===== src/rtl/branch_predict_ctl.sv =====
// Purpose : BTB + 2-bit counter branch predictor with EX-stage resolve, redirect and flush.
// Latency : prediction and redirect/flush are combinational; BTB/counter updates visible next cycle.
// Backpressure: enable=0 stalls all state and forces redirect/flush low; no ready handshake.
//
// Ports:
//   clock, reset         rising-edge clock, synchronous active-high reset
//   enable               pipeline advance; 0 freezes all state
//   if_pc -> pred_taken, pred_target        fetch-stage lookup
//   ex_valid, ex_pc, ex_is_cond, ex_taken, ex_target,
//   ex_pred_taken, ex_pred_target           EX-stage resolution inputs
//   redirect, redirect_pc, flush            PC correction and squash
//   branch_cnt, mispred_cnt                 saturating statistics
module branch_predict_ctl #(
    parameter int ADDR_W      = 8,
    parameter int BTB_DEPTH   = 8,
    parameter int FLUSH_DEPTH = 3,
    parameter int CNT_W       = 16
) (
    input  logic              clock,
    input  logic              reset,
    input  logic              enable,
    input  logic [ADDR_W-1:0] if_pc,
    output logic              pred_taken,
    output logic [ADDR_W-1:0] pred_target,
    input  logic              ex_valid,
    input  logic [ADDR_W-1:0] ex_pc,
    input  logic              ex_is_cond,
    input  logic              ex_taken,
    input  logic [ADDR_W-1:0] ex_target,
    input  logic              ex_pred_taken,
    input  logic [ADDR_W-1:0] ex_pred_target,
    output logic              redirect,
    output logic [ADDR_W-1:0] redirect_pc,
    output logic              flush,
    output logic [CNT_W-1:0]  branch_cnt,
    output logic [CNT_W-1:0]  mispred_cnt
);

    localparam int IDX_W = $clog2(BTB_DEPTH);
    localparam int TAG_W = ADDR_W - IDX_W;
    // Counter only needs to hold FLUSH_DEPTH-1; keep at least one bit.
    localparam int FC_W  = (FLUSH_DEPTH > 1) ? $clog2(FLUSH_DEPTH) : 1;

    typedef struct packed {
        logic              valid;
        logic [TAG_W-1:0]  tag;
        logic [ADDR_W-1:0] target;
        logic [1:0]        ctr;
    } btb_entry_t;

    btb_entry_t btb [BTB_DEPTH];
    logic [FC_W-1:0] flush_cnt;

    // Fetch-side lookup (reads pre-update contents on a same-index collision)
    logic [IDX_W-1:0] if_idx;
    logic [TAG_W-1:0] if_tag;
    btb_entry_t       if_entry;
    logic             if_hit;

    assign if_idx      = if_pc[IDX_W-1:0];
    assign if_tag      = if_pc[ADDR_W-1:IDX_W];
    assign if_entry    = btb[if_idx];
    assign if_hit      = if_entry.valid && (if_entry.tag == if_tag);
    assign pred_taken  = if_hit && if_entry.ctr[1];
    assign pred_target = if_hit ? if_entry.target : if_pc + ADDR_W'(1);

    // Resolution side
    logic [IDX_W-1:0] ex_idx;
    logic [TAG_W-1:0] ex_tag;
    btb_entry_t       ex_entry;
    logic             ex_hit;
    logic             acc;
    logic             mispredict;

    assign ex_idx   = ex_pc[IDX_W-1:0];
    assign ex_tag   = ex_pc[ADDR_W-1:IDX_W];
    assign ex_entry = btb[ex_idx];
    assign ex_hit   = ex_entry.valid && (ex_entry.tag == ex_tag);

    // Resolutions arriving inside a flush window belong to squashed slots.
    assign acc        = enable && ex_valid && (flush_cnt == '0);
    assign mispredict = acc && ((ex_taken != ex_pred_taken) ||
                                (ex_taken && (ex_target != ex_pred_target)));

    assign redirect    = mispredict;
    assign redirect_pc = ex_taken ? ex_target : ex_pc + ADDR_W'(1);
    assign flush       = enable && (mispredict || (flush_cnt != '0));

    // Next BTB entry at ex_pc's index
    btb_entry_t upd_entry;
    logic       upd_we;

    always_comb begin
        upd_entry = ex_entry;
        upd_we    = 1'b0;
        if (acc) begin
            if (ex_hit) begin
                upd_we = 1'b1;
                if (ex_is_cond) begin
                    if (ex_taken) begin
                        if (ex_entry.ctr != 2'b11) upd_entry.ctr = ex_entry.ctr + 2'b01;
                        upd_entry.target = ex_target;
                    end else if (ex_entry.ctr != 2'b00) begin
                        upd_entry.ctr = ex_entry.ctr - 2'b01;
                    end
                end else begin
                    upd_entry.ctr    = 2'b11;
                    upd_entry.target = ex_target;
                end
            end else if (ex_taken) begin
                // Allocate; conditional branches start weakly taken, jumps strongly.
                upd_we           = 1'b1;
                upd_entry.valid  = 1'b1;
                upd_entry.tag    = ex_tag;
                upd_entry.target = ex_target;
                upd_entry.ctr    = ex_is_cond ? 2'b10 : 2'b11;
            end
        end
    end

    always_ff @(posedge clock) begin
        if (reset) begin
            for (int i = 0; i < BTB_DEPTH; i++) btb[i] <= '0;
            flush_cnt   <= '0;
            branch_cnt  <= '0;
            mispred_cnt <= '0;
        end else if (enable) begin
            // mispredict implies flush_cnt==0, so the two branches never collide.
            if (mispredict)
                flush_cnt <= FC_W'(FLUSH_DEPTH - 1);
            else if (flush_cnt != '0)
                flush_cnt <= flush_cnt - FC_W'(1);

            if (acc) begin
                if (~&branch_cnt) branch_cnt <= branch_cnt + CNT_W'(1);
                if (mispredict && ~&mispred_cnt) mispred_cnt <= mispred_cnt + CNT_W'(1);
            end

            if (upd_we) btb[ex_idx] <= upd_entry;
        end
    end

endmodule


===== config.mk =====
export PLATFORM = sky130hd
export DESIGN_NAME = branch_predict_ctl
export DESIGN_NICKNAME = d
export VERILOG_FILES = /design/src/rtl/branch_predict_ctl.sv
export SDC_FILE = /design/constraint.sdc
export NUM_CORES = 1
export LEC_CHECK = 0
export CORE_UTILIZATION = 50
export DETAILED_ROUTE_END_ITERATION = 10
export GPL_TIMING_DRIVEN = 0
export HOLD_SLACK_MARGIN = 0.1
export PLACE_DENSITY = 0.7
export SYNTH_ARGS = -nofsm -noshare
export SYNTH_HDL_FRONTEND = slang
export SYNTH_SLANG_ARGS = --single-unit

===== constraint.sdc =====
create_clock -name clock -period 6.8 [get_ports clock]
set_clock_uncertainty 0.2 [all_clocks]
set_input_delay 1.02 -clock clock [delete_from_list [all_inputs] [get_ports clock]]
set_output_delay 1.02 -clock clock [all_outputs]
set_load 0.02 [all_outputs]

==> metrics.md, run 1 <==
| Metric | Value |
|---|---|
| Status | finished, final reports clean |
| Synthesized net count | 854 |
| I/O pin count | 90 |
| TritonCTS clock tree | yes |
| Resized cells post-CTS | 0 |
| H-tree lvl count | 4 |
| Fillers | between 1,500 and 2,000 |
| Initial Utilization | 0.513 |
| Sequential fraction of the synthesis area | 0.489 |
| CP max FO | 10 |
| #FFs+latches synth | roughly 160 |
| Max Cap Viol | 0 |
| Area growth, synth to finish | 19.3% |
| Fin. max-slew vios | 0 |
| Die area | approximately 19,000 µm² |
| Place WS | 654 ps |
| Buffers on Ports | slightly below 90 |
| Worst EP arrival | just under 5000 ps |
| DRT iter0 DRCs | around 830 |
| Vias post-DR | around 7,300 |
| DRT antenna net count | 0 |
| Drt first pass iters | 7 |
| Critical path capture point type | output pin |
| Kind of critical path | in2out |
| Die Y | 138 µm |
| # rows | about 50 |
| Unrepaired setup endpoints after global routing | no |
| CTS Sinks | about 160 |
| Pleak | ~0.0039 µW |
| CP required | roughly 5600 ps |
| Vias/cell | about 6.3 |
| Slew margin rel. | 0.150 |
| Top_reg_cell synth | edfxtp_1 |
| Pin count of the biggest net entering global routing | 17 |
| First-pass GRT wire length | just over 40,000 µm |
| PwrDens | 228 nW/µm² |
| Library cells used by synthesis | between 60 and 70 |
| Overall Global Routing Usage | 0.304 |
| Async SR Flop Fraction | 0 |
| Syn avg cell area | ~11 µm² |
| CTS root buffer | clkbuf_16 |
| Post-Syn Instances | 810 |
| Final-report setup violation count | 0 |
| Drt drc | 0 |
| Initial antenna violation count | 1 |
| Final Hold Viols | 0 |
| Clock Tree Buf Depth | 2 |
| Clock transition at path regs | ~60 ps |
| GP Congestion | between 0.8 and 0.9 |
| WHS | between 200 and 300 ps |
| WL final | approximately 27,000 µm |
| Final core utilization | 0.612 |
| Peak supply drop | 0.188 mV |
| Clk Latency, worst-skew pair | between 400 and 500 ps |
| Worst hold path class | reg2reg |
| N_diodes | 0 |
| Die width | around 140 µm |
| Worst Tran Pin Value | 1270 ps |
| Post-synth EDFFs | ~130 |
| Final worst path period share | 0.903 |
| Post-CTS Setup Repair Bufs | 0 |
| Fin crit period | 6140 ps |
| Worst Slack Setup Final | 657 ps |
| Fin nets | 960 |
| Critical Path Source Type | input pin |
| Detailed Place HPWL | 18,500 µm |
| Netlist Area Pre-Place | a little over 9000 µm² |
| Core Region | 18,000 µm² |
| Synth top area share | 0.416 |
| Max Freq | approximately 160 MHz |
| Top cells by area, synth | edfxtp_1, mux4_2, dfxtp_1 |
| WL per Instance | ~23 µm |
| Vias in the first global route | 7,091 |
| GRT overflow | 0 |
| Setup TNS | 0 ps |
| CTS Buf Count | 17 |
| Synth Warn # | 0 |
| Layout cell share with drive strength beyond 1 | 0.137 |
| Area leader, netlist | edfxtp_1 |
| Top cells by count, synth | edfxtp_1, nor2_1, nor3_1 |
| Hold-fix buffers, CTS | 0 |
| Count leader, synth | edfxtp_1 |
registers in the layout, indices dropped and copies added (netlist names):
signal       flops
branch_cnt      16
btb            128
flush_cnt        2
mispred_cnt     16
placed cells by master (no fill, tap or decap), types with 18 or more instances in the layout:
master,n
edfxtp_1,128
nor2_1,118
clkdlybuf4s50_1,87
nor3_1,81
mux4_2,44
mux2i_1,42
nand2_1,38
dfxtp_1,34
xnor2_1,32
nand3_1,24
clkbuf_1,24
inv_1,19
xor2_1,18
a21oi_1,18
power breakdown:
part | switching [µW] | total, µW | internal [µW]
clock network | 386 | 1030 | 648
logic | 219 | 364 | 146
registers | 18.2 | 1120 | 1100
routing by layer:
| layer | vias to the layer above | global-route usage | share of wire |
|---|---|---|---|
| li1 | 3257 | - | - |
| met1 | 3509 | 0.382 | 0.39 |
| met2 | 416 | 0.496 | 0.48 |
| met3 | 90 | 0.0592 | 0.091 |
| met4 | 2 | 0.158 | 0.041 |
| met5 | - | 0 | 0.00048 |
final timing paths:
path	to	start	slack, ps	cells after the start
worst max register to register	btb[3][8]	btb[1][13]	2960	8
worst min register to register	flush_cnt[1]	flush_cnt[1]	270	2
worst min-delay path	flush_cnt[1]	flush_cnt[1]	270	2
worst max-delay path	pred_target[1]	if_pc[1]	660	10
stage by stage:
step,std cells,total power [µW],area [µm²]
global route,1158,2580,11000
global placement,1126,1490,10400
CTS,1158,2510,11000
finish,1158,2520,11000
floorplan,810,1360,9250
detailed placement,1126,1500,10400
critical path, stage by stage:
cell and delay, ps:
clkdlybuf4s50_1 800, clkbuf_1 520, mux4_2 400, mux2i_1 290
xnor2_1 150, nor4_4 390, nand2_2 180, buf_2 240
o21ai_0 260, clkdlybuf4s50_1 660
logic make-up (layout without fill, tap and decap cells):
logic type                 count (synthesis)  count (layout)  share of synthesized area
AOI/OAI and AO/OA                         84              84                     0.0636
xor gates and xnor gates                  50              50                     0.0474
adders and majority gates                  6               6                    0.00785
buffers and inverters                     69             188                     0.0390
DFF                                      162             162                      0.489
muxes                                     91              91                      0.159
and+or+nand+nor                          348             348                      0.194
cell type report:
type,count,area (µm²),area share
plain buffers,49,285,0.0259
clock buffers,21,440,0.0399
clock inverters,11,185,0.0168
inverters,20,75.1,0.00681
multi-input cells,579,4360,0.395
flip-flops and latches,162,4520,0.410
well taps,229,287,0.0260
repair buffers,87,871,0.0790
(Power assumes the default switching activity.)
==> run 2, diff against run 1 <==
- CAP_MARGIN: not set -> 20
==> metrics.md, run 2 (same netlist as run 1, synthesis figures left out) <==
| Metric | Value |
|---|---|
| Pwr Total | 2470 µW (was 2520 µW) |
| H-tree lvl count | 4 (unchanged) |
| Initial antenna violation count | 1 (unchanged) |
| Max Freq | 162 MHz (was 163 MHz) |
| CTS root buffer | clkbuf_16 (unchanged) |
| Overall Global Routing Usage | 0.302 (was 0.304) |
| Critical-path cell list | clkdlybuf4s50_1 -> clkbuf_1 -> mux4_2 -> mux2i_1 -> xnor2_1 -> nor4_4 -> nand2_2 -> buf_2 -> o21ai_0 -> clkdlybuf4s50_1 (unchanged) |
| Final worst path period share | 0.908 (was 0.903) |
| DRT iter0 DRCs | 808 (was 829) |
| GP Congestion | 0.852 (unchanged) |
| Pleak | 0.00397 µW (was 0.00392 µW) |
| GRT Max-Usage Layer | met2 (unchanged) |
| Die area | 19,000 µm² (unchanged) |
| Most flops, register | btb (unchanged) |
| Vias post-DR | 7,248 (was 7,274) |
| Final-report setup violation count | 0 (unchanged) |
| R2R setup slack | 3030 ps (was 2960 ps) |
| CTS Sinks | 162 (unchanged) |
| Critical-path cell with the highest stage delay | clkdlybuf4s50_1 (unchanged) |
| Placed cells | 1,132 (was 1,126) |
| Clock Tree Buf Depth | 2 (unchanged) |
| Vias/cell | 6.22 (was 6.28) |
| Finished Cell Area | 11,100 µm² (was 11,000 µm²) |
| CP max FO | 10 (unchanged) |
| Critical Path Source Type | input pin (unchanged) |
| Buffers on Ports | 87 (unchanged) |
| CP most frequent cell | clkdlybuf4s50_1 (unchanged) |
| Worst path max stage delay | 830 ps (was 800 ps) |
| Fin nets | 966 (was 960) |
| Vias in the first global route | 7,077 (was 7,091) |
| Clk Latency, worst-skew pair | 430 ps (about the same) |
| Worst hold path class | reg2reg (unchanged) |
| Final Hold Viols | 0 (unchanged) |
| WL per Instance | 23.3 µm (was 23.4 µm) |
| Max Cap Viol | 0 (unchanged) |
| Fin. max-slew vios | 0 (unchanged) |
| # rows | 49 (unchanged) |
| Unrepaired setup endpoints after global routing | no (unchanged) |
| Final core utilization | 0.617 (was 0.612) |
| WL final | 27,200 µm (was 27,100 µm) |
| TritonCTS clock tree | yes (unchanged) |
| DRT antenna net count | 0 (unchanged) |
| Detailed Place HPWL | 19,100 µm (was 18,500 µm) |
| Area growth, synth to finish | 20.3% (was 19.3%) |
| Fin crit period | 6180 ps (was 6140 ps) |
| GRT overflow | 0 (unchanged) |
| CP Launch Point | if_pc[1] (unchanged) |
| Resized cells post-CTS | 0 (unchanged) |
| Critical Path Sink | pred_target[1] (unchanged) |
| Most frequent cells in the layout | edfxtp_1, nor2_1, clkdlybuf4s50_1, nor3_1, mux4_2 (unchanged) |
| Pin count of the biggest net entering global routing | 17 (unchanged) |
| Die Y | 138 µm (unchanged) |
| Most common cell after layout, fill and taps aside | edfxtp_1 (unchanged) |
| Met1 Use GR | 0.376 (was 0.382) |
| Worst Tran Pin Value | 1140 ps (was 1270 ps) |
| Drt drc | 0 (unchanged) |
| CP bufs+invs | 4 (unchanged) |
| CTS Buf Count | 17 (unchanged) |
| Met3 track demand over resource | 0.0687 (was 0.0592) |
| Non-filler cells, final | 1,165 (was 1,158) |
| Core Region | 18,000 µm² (unchanged) |
| Reg2reg start | btb[1][13] (unchanged) |
| CP required | 5580 ps (about the same) |
| Initial Utilization | 0.513 (unchanged) |
| DP Area | 10,500 µm² (was 10,400 µm²) |
| Die width | 138 µm (unchanged) |
| Biggest regs | btb: 128 flops, branch_cnt: 16 flops, mispred_cnt: 16 flops (unchanged) |
| Drt first pass iters | 8 (was 7) |
| PwrDens | 222 nW/µm² (was 228 nW/µm²) |
| R2r worst-path depth | 8 (unchanged) |
| I/O pin count | 90 (unchanged) |
| Layout cell share with drive strength beyond 1 | 0.143 (was 0.137) |
| Clock transition at path regs | 60 ps (about the same) |
| Kind of critical path | in2out (unchanged) |
| Peak supply drop | 0.188 mV (about the same) |
| Hold-fix buffers, CTS | 0 (unchanged) |
| Reg2reg end | btb[4][15] (was btb[3][8]) |
| Status | finished, final reports clean (unchanged) |
| Slew margin rel. | 0.238 (was 0.150) |
| Critical path capture point type | output pin (unchanged) |
| Setup TNS | 0 ps (unchanged) |
| Worst EP arrival | 4960 ps (was 4920 ps) |
| Crit path depth | 10 (unchanged) |
| Largest register FFs | 128 (unchanged) |
| First-pass GRT wire length | 40,600 µm (was 41,000 µm) |
| Family with the most delay on the worst path | buffers and inverters (unchanged) |
| GRT met2 Usage | 0.499 (was 0.496) |
| Post-CTS Setup Repair Bufs | 0 (unchanged) |
## run 2: changes by cell type in the layout (fill, tap and decap cells not counted), sizes merged
cell	delta
buf	+6
bufinv	-1
clkinv	+1
diode	+1
## run 2: stage by stage
step	hold WS (ps)	setup WS [ps]
2_1_floorplan	236	2270
3_3_place_gp	246	682
3_5_place_dp	253	648
4_1_cts	264	652
5_1_grt	316	508
6_report	272	624
## run 2: tightest hold or removal path, delay by kind of cell (launching register included)
family	cells	cell delay (ps)
AO/OA/AOI/OAI	1	50
flip-flops	1	310
AND/OR/NAND/NOR	1	60
## run 2: worst min path at each step
stage / to / slack [ps] / depth (start not counted) / start
after floorplan: flush_cnt[1] / 240 / 2 / flush_cnt[1]
after global placement: flush_cnt[1] / 250 / 2 / flush_cnt[1]
after detailed placement: flush_cnt[1] / 250 / 2 / flush_cnt[1]
after CTS: flush_cnt[1] / 260 / 2 / flush_cnt[1]
after global routing: flush_cnt[1] / 320 / 2 / flush_cnt[1]
final: flush_cnt[1] / 270 / 2 / flush_cnt[1]
## run 2: where the power goes
part / switching, µW / total, µW / internal, µW
Combinational: 221 / 373 / 152
Clock: 372 / 982 / 610
Sequential: 18.3 / 1120 / 1100
Total: 612 / 2470 / 1860
## run 2: layout make-up
| type | instances | area (µm²) |
|---|---|---|
| antenna | 1 | 2.50 |
| buffer | 49 | 285 |
| clock buffer | 21 | 440 |
| clock inverter | 11 | 161 |
| fill | 1487 | 6900 |
| inverter | 20 | 75.1 |
| multi-input combinational | 579 | 4360 |
| sequential | 162 | 4520 |
| tap | 229 | 287 |
| timing repair buffer | 93 | 986 |
## run 2: routing by layer
layer / vias to the layer above / routed length [µm]
met5: - / 0
met2: 406 / 13000
li1: 3271 / -
met3: 84 / 2710
met1: 3487 / 10500
met4: 0 / 1020
==> run 3, diff against run 2 <==
- CELL_PAD_IN_SITES_DETAIL_PLACEMENT: not set -> 1
- CELL_PAD_IN_SITES_GLOBAL_PLACEMENT: not set -> 2
- CORE_UTILIZATION: 50 -> 39
- PLACE_DENSITY: 0.7 -> 0.8
- RECOVER_POWER: not set -> 25
- clock period: 6.8 -> 5.8 ns (I/O delays scaled with it)
==> metrics.md, run 3 (same netlist as run 1, synthesis figures left out) <==
| Metric | Value |
|---|---|
| Hold Path Depth | 2 (unchanged) |
| TritonCTS clock tree | yes (unchanged) |
| CP max FO | 10 (unchanged) |
| GRT Max-Usage Layer | met2 (unchanged) |
| Max Freq | 176 MHz |
| WL per Instance | 24.8 µm (was 23.3 µm) |
| Worst EP arrival | 4610 ps (was 4960 ps) |
| Buffers on Ports | 87 (unchanged) |
| Reg2reg end | btb[5][15] (was btb[4][15]) |
| Clock Tree Buf Depth | 2 (unchanged) |
| Max Cap Viol | 0 (unchanged) |
| Met1 Use GR | 0.345 (was 0.376) |
| DRT iter0 DRCs | 589 (was 808) |
| Worst hold path class | reg2reg (unchanged) |
| Initial antenna violation count | 2 (was 1) |
| Finished Cell Area | 11,100 µm² (about the same) |
| # rows | 55 (was 49) |
| Die width | 156 µm (was 138 µm) |
| Most flops, register | btb (unchanged) |
| Met3 track demand over resource | 0.0439 (was 0.0687) |
| Status | finished, final reports clean (unchanged) |
| CP Launch Point | if_pc[1] (unchanged) |
| First-pass GRT wire length | 47,200 µm (was 40,600 µm) |
| Worst Tran Pin Value | 904 ps (was 1140 ps) |
| Detailed Place HPWL | 22,300 µm (was 19,100 µm) |
| Clock share of power | 0.391 (was 0.397) |
| Slew margin rel. | 0.397 (was 0.238) |
| GP Congestion | 0.836 (was 0.852) |
| WHS | 264 ps (was 272 ps) |
| DRT antenna net count | 0 (unchanged) |
| Die area | 24,300 µm² (was 19,000 µm²) |
| Initial Utilization | 0.403 (was 0.513) |
| Vias post-DR | 7,261 (was 7,248) |
| N_diodes | 0 (was 1) |
| Final Hold Viols | 0 (unchanged) |
| Sequential Power Share | 0.455 (was 0.452) |
| Final-report setup violation count | 0 (unchanged) |
| R2R setup slack | 1710 ps (was 3030 ps) |
| GRT met2 Usage | 0.466 (was 0.499) |
| I/O pin count | 90 (unchanged) |
| Most frequent cells in the layout | edfxtp_1, nor2_1, nor3_1, clkdlybuf4s50_1, mux4_2 (was edfxtp_1, nor2_1, clkdlybuf4s50_1, nor3_1, mux4_2) |
| Vias in the first global route | 7,711 (was 7,077) |
| Post-CTS Setup Repair Bufs | 0 (unchanged) |
| Die Y | 156 µm (was 138 µm) |
| Layout cell share with drive strength beyond 1 | 0.139 (was 0.143) |
| Vias/cell | 5.81 (was 6.22) |
| Pleak | 0.00404 µW (was 0.00397 µW) |
| Critical Path Source Type | input pin (unchanged) |
| Critical path capture point type | output pin (unchanged) |
| Core Region | 22,900 µm² (was 18,000 µm²) |
| H-tree lvl count | 4 (unchanged) |
| GRT overflow | 0 (unchanged) |
| Peak supply drop | 0.182 mV (was 0.188 mV) |
| Drt drc | 0 (unchanged) |
| Area growth, synth to finish | 20.2% (was 20.3%) |
| Reg2reg start | btb[3][13] (was btb[1][13]) |
| Fin nets | 968 (was 966) |
| Clock transition at path regs | 60 ps (about the same) |
| Kind of critical path | in2out (unchanged) |
| Final worst path period share | 0.979 |
| Internal cell power | 2100 µW (was 1860 µW) |
| Clk Latency, worst-skew pair | 430 ps (about the same) |
| PwrDens | 259 nW/µm² (was 222 nW/µm²) |
| Sw Ratio | 0.270 (was 0.247) |
| Unrepaired setup endpoints after global routing | no (unchanged) |
| Fin. max-slew vios | 0 (unchanged) |
| Largest register FFs | 128 (unchanged) |
| R2r worst-path depth | 9 (was 8) |
| Setup TNS | 0 ps (unchanged) |
| DP Area | 10,600 µm² (was 10,500 µm²) |
| Most common cell after layout, fill and taps aside | edfxtp_1 (unchanged) |
| WL final | 31,000 µm (was 27,200 µm) |
| Fin crit period | 5680 ps |
| Biggest regs | btb: 128 flops, branch_cnt: 16 flops, mispred_cnt: 16 flops (unchanged) |
| Comb power frac | 0.153 (was 0.151) |
| CTS Buf Count | 17 (unchanged) |
| Drt first pass iters | 5 (was 8) |
| Resized cells post-CTS | 1 (was 0) |
| Hold-fix buffers, CTS | 0 (unchanged) |
| CP required | 4730 ps (was 5580 ps) |
| Sw power | 776 µW (was 612 µW) |
| Fillers | 2,458 (was 1,487) |
| CTS Sinks | 162 (unchanged) |
| Overall Global Routing Usage | 0.268 (was 0.302) |
| Critical Path Sink | pred_target[1] (unchanged) |
| CTS root buffer | clkbuf_16 (unchanged) |
| Pin count of the biggest net entering global routing | 17 (unchanged) |
==> run 3: how the worst min path moves through the flow <==
stage	to	from
floorplan	flush_cnt[1]	flush_cnt[1]
global placement	flush_cnt[1]	flush_cnt[1]
detailed placement	flush_cnt[1]	flush_cnt[1]
CTS	flush_cnt[1]	flush_cnt[1]
global route	flush_cnt[1]	flush_cnt[1]
finish	flush_cnt[1]	flush_cnt[1]
==> run 3: stage by stage <==
step           utilization  instances  total power, µW  setup slack [ps]
2_1_floorplan            -        810             1600              1570
5_1_grt              0.485       1250             2960              16.5
3_5_place_dp         0.464       1217             1780              -123
3_3_place_gp         0.459       1210             1760              -118
4_1_cts              0.489       1249             2900               106
6_report             0.485       1250             2880               122
==> run 3: worst max-delay path, cell delays in order <==
cell and delay, ps:
clkdlybuf4s50_1 760, clkbuf_2 370, mux4_2 340, mux2i_1 430, xnor2_1 190, nor4_4 410, nand2_2 190, buf_2 240
o21ai_0 170, clkdlybuf4s50_1 630
==> run 3: cell type report <==
cell class                      count  area, µm²  share of cell area
Tap cell                          313        392              0.0352
Timing Repair Buffer               95       1000              0.0903
Multi-Input combinational cell    579       4300               0.386
Clock inverter                     15        159              0.0143
Buffer                             49        241              0.0217
Clock buffer                       17        425              0.0383
Inverter                           20       75.1             0.00675
Sequential cell                   162       4520               0.407
==> run 3: power by group through the flow <==
stage,Combinational (µW),Clock [µW],Sequential [µW]
2_1_floorplan,269,0,1330
3_3_place_gp,425,0,1330
3_5_place_dp,445,0,1340
4_1_cts,449,1140,1310
5_1_grt,474,1170,1320
6_report,442,1130,1310
==> run 3: routing by layer <==
layer | wire length, µm | vias up
met4 | 495 | 4
li1 | - | 3271
met3 | 2330 | 35
met2 | 15300 | 303
met5 | 22 | -
met1 | 12800 | 3648
